## src/rtl/rstmgr_pkg.sv

```systemverilog
// Shared types and defaults for the rstmgr software reset control slice.
package rstmgr_pkg;

    localparam int unsigned NumSwResetsDefault = 8;

    // Pairwise Hamming distance is 4, so a single upset cannot land on another legal state.
    typedef enum logic [5:0] {
        SwRstIdle     = 6'b101001,
        SwRstHold     = 6'b010011,
        SwRstAsserted = 6'b110100
    } sw_rst_state_e;

endpackage

```

## src/rtl/rstmgr_sw_rst_chan.sv

```systemverilog
// One software reset channel: sparse FSM, minimum-width counter and pending-release flag.
module rstmgr_sw_rst_chan
    import rstmgr_pkg::*;
#(
    parameter int unsigned MinAssertCycles = 4,
    localparam int unsigned CntW = $clog2(MinAssertCycles + 1)
) (
    input  logic clk_i,
    input  logic rst_i,
    input  logic wr0,
    input  logic wr1,
    output logic req_n,
    output logic busy,
    output logic fsm_err
);

    logic [5:0]      state_q, state_d;
    logic [CntW-1:0] cnt_q, cnt_d;
    logic            rel_pend_q, rel_pend_d;

    always_ff @(posedge clk_i or posedge rst_i) begin
        if (rst_i) begin
            state_q    <= SwRstIdle;
            cnt_q      <= '0;
            rel_pend_q <= 1'b0;
        end else begin
            state_q    <= state_d;
            cnt_q      <= cnt_d;
            rel_pend_q <= rel_pend_d;
        end
    end

    always_comb begin
        state_d    = state_q;
        cnt_d      = cnt_q;
        rel_pend_d = rel_pend_q;
        case (state_q)
            SwRstIdle: begin
                if (wr0) begin
                    state_d    = SwRstHold;
                    cnt_d      = CntW'(MinAssertCycles - 1);
                    rel_pend_d = 1'b0;
                end
            end
            SwRstHold: begin
                if (wr1)      rel_pend_d = 1'b1;
                else if (wr0) rel_pend_d = 1'b0;
                // A release arriving on the final Hold cycle still counts.
                if (cnt_q != '0) cnt_d   = cnt_q - CntW'(1);
                else             state_d = rel_pend_d ? SwRstIdle : SwRstAsserted;
            end
            SwRstAsserted: begin
                if (wr1) state_d = SwRstIdle;
            end
            default: state_d = state_q;
        endcase
    end

    // Illegal codes are not Idle, so the request stays asserted until rst_i.
    always_comb begin
        req_n   = (state_q == SwRstIdle);
        busy    = (state_q == SwRstHold);
        fsm_err = !((state_q == SwRstIdle) || (state_q == SwRstHold) ||
                    (state_q == SwRstAsserted));
    end

endmodule

```

## src/rtl/rstmgr_sw_rst_ctrl.sv

```systemverilog
// Software reset request block: regwen lock, write qualification and per-leaf channels.
module rstmgr_sw_rst_ctrl
    import rstmgr_pkg::*;
#(
    parameter int unsigned NumSwResets     = NumSwResetsDefault,
    parameter int unsigned MinAssertCycles = 4
) (
    input  logic                   clk_i,
    input  logic                   rst_i,
    input  logic                   ctrl_we_i,
    input  logic [NumSwResets-1:0] ctrl_wdata_i,
    input  logic                   regwen_we_i,
    input  logic [NumSwResets-1:0] regwen_wdata_i,
    output logic [NumSwResets-1:0] regwen_o,
    output logic [NumSwResets-1:0] ctrl_rdata_o,
    output logic [NumSwResets-1:0] sw_rst_req_no,
    output logic [NumSwResets-1:0] busy_o,
    output logic                   fsm_err_o
);

    if (MinAssertCycles < 1) begin : g_bad_param
        $error("MinAssertCycles must be at least 1");
    end

    logic [NumSwResets-1:0] regwen_q;
    logic [NumSwResets-1:0] wr0, wr1;
    logic [NumSwResets-1:0] chan_err;

    always_ff @(posedge clk_i or posedge rst_i) begin
        if (rst_i)            regwen_q <= '1;
        else if (regwen_we_i) regwen_q <= regwen_q & regwen_wdata_i;
    end

    // Qualify with the pre-write lock so a same-cycle lock still lets the ctrl write through.
    assign wr0 = {NumSwResets{ctrl_we_i}} & regwen_q & ~ctrl_wdata_i;
    assign wr1 = {NumSwResets{ctrl_we_i}} & regwen_q &  ctrl_wdata_i;

    for (genvar i = 0; i < NumSwResets; i++) begin : g_chan
        rstmgr_sw_rst_chan #(
            .MinAssertCycles(MinAssertCycles)
        ) u_chan (
            .clk_i  (clk_i),
            .rst_i  (rst_i),
            .wr0    (wr0[i]),
            .wr1    (wr1[i]),
            .req_n  (sw_rst_req_no[i]),
            .busy   (busy_o[i]),
            .fsm_err(chan_err[i])
        );
    end

    assign regwen_o     = regwen_q;
    assign ctrl_rdata_o = sw_rst_req_no;
    assign fsm_err_o    = |chan_err;

endmodule

```

## config.mk

```make
export PLATFORM = sky130hd
export DESIGN_NAME = rstmgr_sw_rst_ctrl
export DESIGN_NICKNAME = d
export VERILOG_FILES = /design/src/rtl/rstmgr_pkg.sv /design/src/rtl/rstmgr_sw_rst_chan.sv /design/src/rtl/rstmgr_sw_rst_ctrl.sv
export SDC_FILE = /design/constraint.sdc
export NUM_CORES = 1
export LEC_CHECK = 0
export BUFFER_PORTS_ARGS = -buffer_cell sky130_fd_sc_hd__buf_2
export CAP_MARGIN = 20
export CORE_ASPECT_RATIO = 0.8
export CORE_MARGIN = 3
export CORE_UTILIZATION = 54
export CTS_CLUSTER_SIZE = 25
export DETAILED_ROUTE_END_ITERATION = 16
export PLACE_DENSITY_LB_ADDON = 0.12
export SYNTH_ARGS = -nofsm -noshare
export SYNTH_HDL_FRONTEND = slang
export SYNTH_SLANG_ARGS = --single-unit
```

## constraint.sdc

```tcl
create_clock -name clk_i -period 2.4 [get_ports clk_i]
set_input_delay 0.12 -clock clk_i [delete_from_list [all_inputs] [get_ports clk_i]]
set_output_delay 0.12 -clock clk_i [all_outputs]
set_load 0.01 [all_outputs]
```

==> insert_results.sql <==
INSERT INTO impl_metrics (metric_group, metric, value, unit) VALUES
('logic_synthesis', 'post_synth_num_cell_types', '66', ''),
('floorplanning', 'die_y', '92.62', 'um'),
('timing', 'timing.fmax', '0.4379', 'GHz'),
('logic_synthesis', 'synth_top_area_share', '27.67', '%'),
('timing', 'total_count_of_hold_check_failures_in_the_final_report', '0', ''),
('logic_synthesis', 'synth_area_leaders', 'dfrtp_1, dfstp_2, mux2i_1', ''),
('logic_synthesis', 'syn_nets', '553', ''),
('floorplanning', 'ios', '53', ''),
('critical_path', 'crit_fanout', '4', ''),
('cells_and_area', 'multiInputGateArea', '2386', 'sq um'),
('cells_and_area', 'synthToLayoutAreaGrowth', '12.55', '%'),
('global_route', 'initial_antenna_violation_count', '0', ''),
('critical_path', 'cp_cell_instances', 'nand4bb_1, a21oi_2, o22ai_1, a221oi_1, o2111ai_1, buf_2', ''),
('floorplanning', 'effective_utilization_at_floorplan', '57.66', '%'),
('logic_synthesis', 'post_synth_inst_count', '517', ''),
('global_route', 'gr-total-overflow', '0', ''),
('timing', 'fin_setup_tns', '0', 'ns'),
('global_route', 'grt_max_degree', '75', ''),
('timing', 'setup_viol_count_final', '0', ''),
('timing', 'drv_slew', '0', ''),
('detailed_routing', 'drt_drc_violations_left', '0', ''),
('critical_path', 'critPathLaunchType', 'register', ''),
('logic_synthesis', 'synth-edff-count', '0', ''),
('logic_synthesis', 'synth_seq_cells', '88', ''),
('cts', 'clock_tree_from_tritoncts', 'built', ''),
('critical_path', 'critPathSlowestCell', 'dfstp_2', ''),
('outcome', 'run_status', 'finished clean', ''),
('cells_and_area', 'finalNonFillerCells', '679', ''),
('power', 'total_power', '3.078', 'mW'),
('critical_path', 'critical_path.n_buffers_inverters', '1', ''),
('cells_and_area', 'post-route-cell-area', '5700', 'sq um'),
('logic_synthesis', 'syn_area_per_cell', '9.797', 'sq um'),
('timing', 'layout_worst_path_cycle_share', '95.15', '%'),
('global_route', 'grt_pass1_vias', '3692', ''),
('critical_path', 'worst_setup_path_startpoint', 'g_chan[3].u_chan.state_q[3]', ''),
('place', 'detailedPlacementHpwl', '7.191', 'mm'),
('run', 'max-cap-violations', '0', ''),
('timing', 'maxSlewHeadroom', '65.13', '%'),
('critical_path', 'worstPathArrival', '2.16', 'ns'),
('place', 'dp_cells', '655', ''),
('timing', 'worst_slew_pin_slew', '0.5231', 'ns'),
('timing', 'fin_crit', '2.284', 'ns'),
('cells_and_area', 'layout.filler_cells', '716', ''),
('cts', 'htreeDepth', '3', ''),
('cts', 'clock_latency', '0.34', 'ns'),
('cts', 'clk_transition_reported_paths', '0.07', 'ns'),
('cts', 'clock_tree_root_driver_cell', 'clkbuf_16', ''),
('cells_and_area', 'insertedDiodeCount', '0', ''),
('worst_hold_path', 'min_path_type', 'in -> reg', ''),
('detailed_routing', 'antenna_left', '0', ''),
('critical_path', 'worst-r2r-cell-count', '5', ''),
('detailed_routing', 'avgViaCountPerCell', '5.588', ''),
('global_route', 'grt_use_total', '19.85', '%'),
('logic_synthesis', 'synth_top_area_cell', 'dfrtp_1', ''),
('logic_synthesis', 'most_used_flip_flop_cell_after_synthesis', 'dfrtp_1', ''),
('global_route', 'grt_pass1_wl', '16.97', 'mm'),
('power', 'p_leak', '2.677', 'nW'),
('logic_synthesis', 'synth_commonest_cells', 'inv_1, dfrtp_1, nand2_1, o21ai_0, dfstp_2', ''),
('critical_path', 'cp-end-kind', 'output pin', ''),
('critical_path', 'path_class', 'reg -> out', ''),
('cts', 'numClockSinks', '88', ''),
('critical_path', 'cp_num_cells', '6', ''),
('critical_path', 'path_delay_family', 'compound AO/OA/AOI/OAI gates', ''),
('detailed_routing', 'via_count', '3794', ''),
('place', 'io_buffer_count', '52', ''),
('logic_synthesis', 'synth_area', '5065', 'sq um'),
('floorplanning', 'die-area', '10580', 'sq um'),
('logic_synthesis', 'synth_async_reset_ratio', '100.0', '%'),
('floorplanning', 'overall_die_width', '114.3', 'um'),
('logic_synthesis', 'ys_warn_count', '0', ''),
('power', 'max-vdd-ir-drop', '0.4067', 'mV');
-- worst min-delay path by stage --
stage | from | to | slack (ns) | depth (start not counted)
floorplan | regwen_we_i | regwen_o[0] | 0.19 | 1
global placement | rst_i | g_chan[3].u_chan.cnt_q[2] | 0.06 | 2
finish | regwen_wdata_i[4] | regwen_o[4] | 0.02 | 3
global route | regwen_wdata_i[4] | regwen_o[4] | 0.01 | 3
CTS | regwen_wdata_i[4] | regwen_o[4] | 0.0005 | 3
detailed placement | rst_i | g_chan[3].u_chan.cnt_q[2] | 0.07 | 2
-- power breakdown --
group | switching (mW) | total (mW) | leakage, nW | internal (mW)
sequential | 0 | 1.49 | 0.985 | 1.49
combinational | 0.0563 | 0.0854 | 1.54 | 0.0291
clock | 0.568 | 1.51 | 0.152 | 0.939
-- cell usage in the layout (no fill, tap or decap), types with 16 or more instances in the layout --
cell type  count
nand2_1       42
dfstp_2       32
inv_1         61
mux2i_1       24
a21oi_1       17
o21ai_0       41
nor2_1        29
o21a_1        16
dfrtp_1       56
ha_1          16
buf_2         52
nor2b_1       17
-- sequential cells by signal, summed over array words and instances, names as in the netlist --
name / cells
g_chan.u_chan.state_q: 48
g_chan.u_chan.rel_pend_q: 8
regwen_o: 8
g_chan.u_chan.cnt_q: 24
-- timing repair --
action	CTS	global route
setup endpoints to repair	0	1
setup buffers	0	0
gates resized for setup	0	2
hold buffers	8	0
endpoints found under the hold margin	21	0
-- worst reg2reg max path, stage by stage, from the launching register on --
cell,delay [ns]
dfstp_2,0.54
nor4bb_1,0.24
and3_1,0.40
mux2i_4,0.13
o22ai_4,0.25
mux2_4,0.32
-- stage by stage --
step,utilization [%],worst slack (ns),hold WS [ns]
3_5_place_dp,60.21,0.4222,0.06956
6_report,64.90,0.1163,0.01502
5_1_grt,64.90,0.02376,0.01018
2_1_floorplan,-,0.05440,0.1878
4_1_cts,64.80,0.03918,0.0004561
3_3_place_gp,60.21,0.4701,0.06443
-- cells by family after synthesis --
kind of cell | synth area share (%)
AND/OR/NAND/NOR | 18.26
AO/OA/AOI/OAI | 17.74
buffers and inverters | 8.794
flip-flops | 44.27
multiplexers | 6.818
adder cells (fa/ha/maj) | 3.953
XOR/XNOR | 0.1730
-- area by class of cell --
| class | count | area share, % |
|---|---|---|
| multi-input combinational | 337 | 41.86 |
| sequential | 88 | 39.33 |
| timing repair buffer | 62 | 6.453 |
| clock buffer | 11 | 4.258 |
| inverter | 64 | 4.236 |
| tap | 112 | 2.458 |
| clock inverter | 5 | 1.405 |
-- layer usage --
| metal | part of all wire (%) | up-vias | track usage [%] | routed length, um |
|---|---|---|---|---|
| met3 | 4.0 | 13 | 4.115 | 403 |
| met5 | 0 | - | 0 | 0 |
| met1 | 48 | 1827 | 26.76 | 4812 |
| met4 | 1.7 | 0 | 6.627 | 173 |
| li1 | - | 1880 | - | - |
| met2 | 46 | 74 | 31.97 | 4660 |
Power figures use the tool's default switching activity.
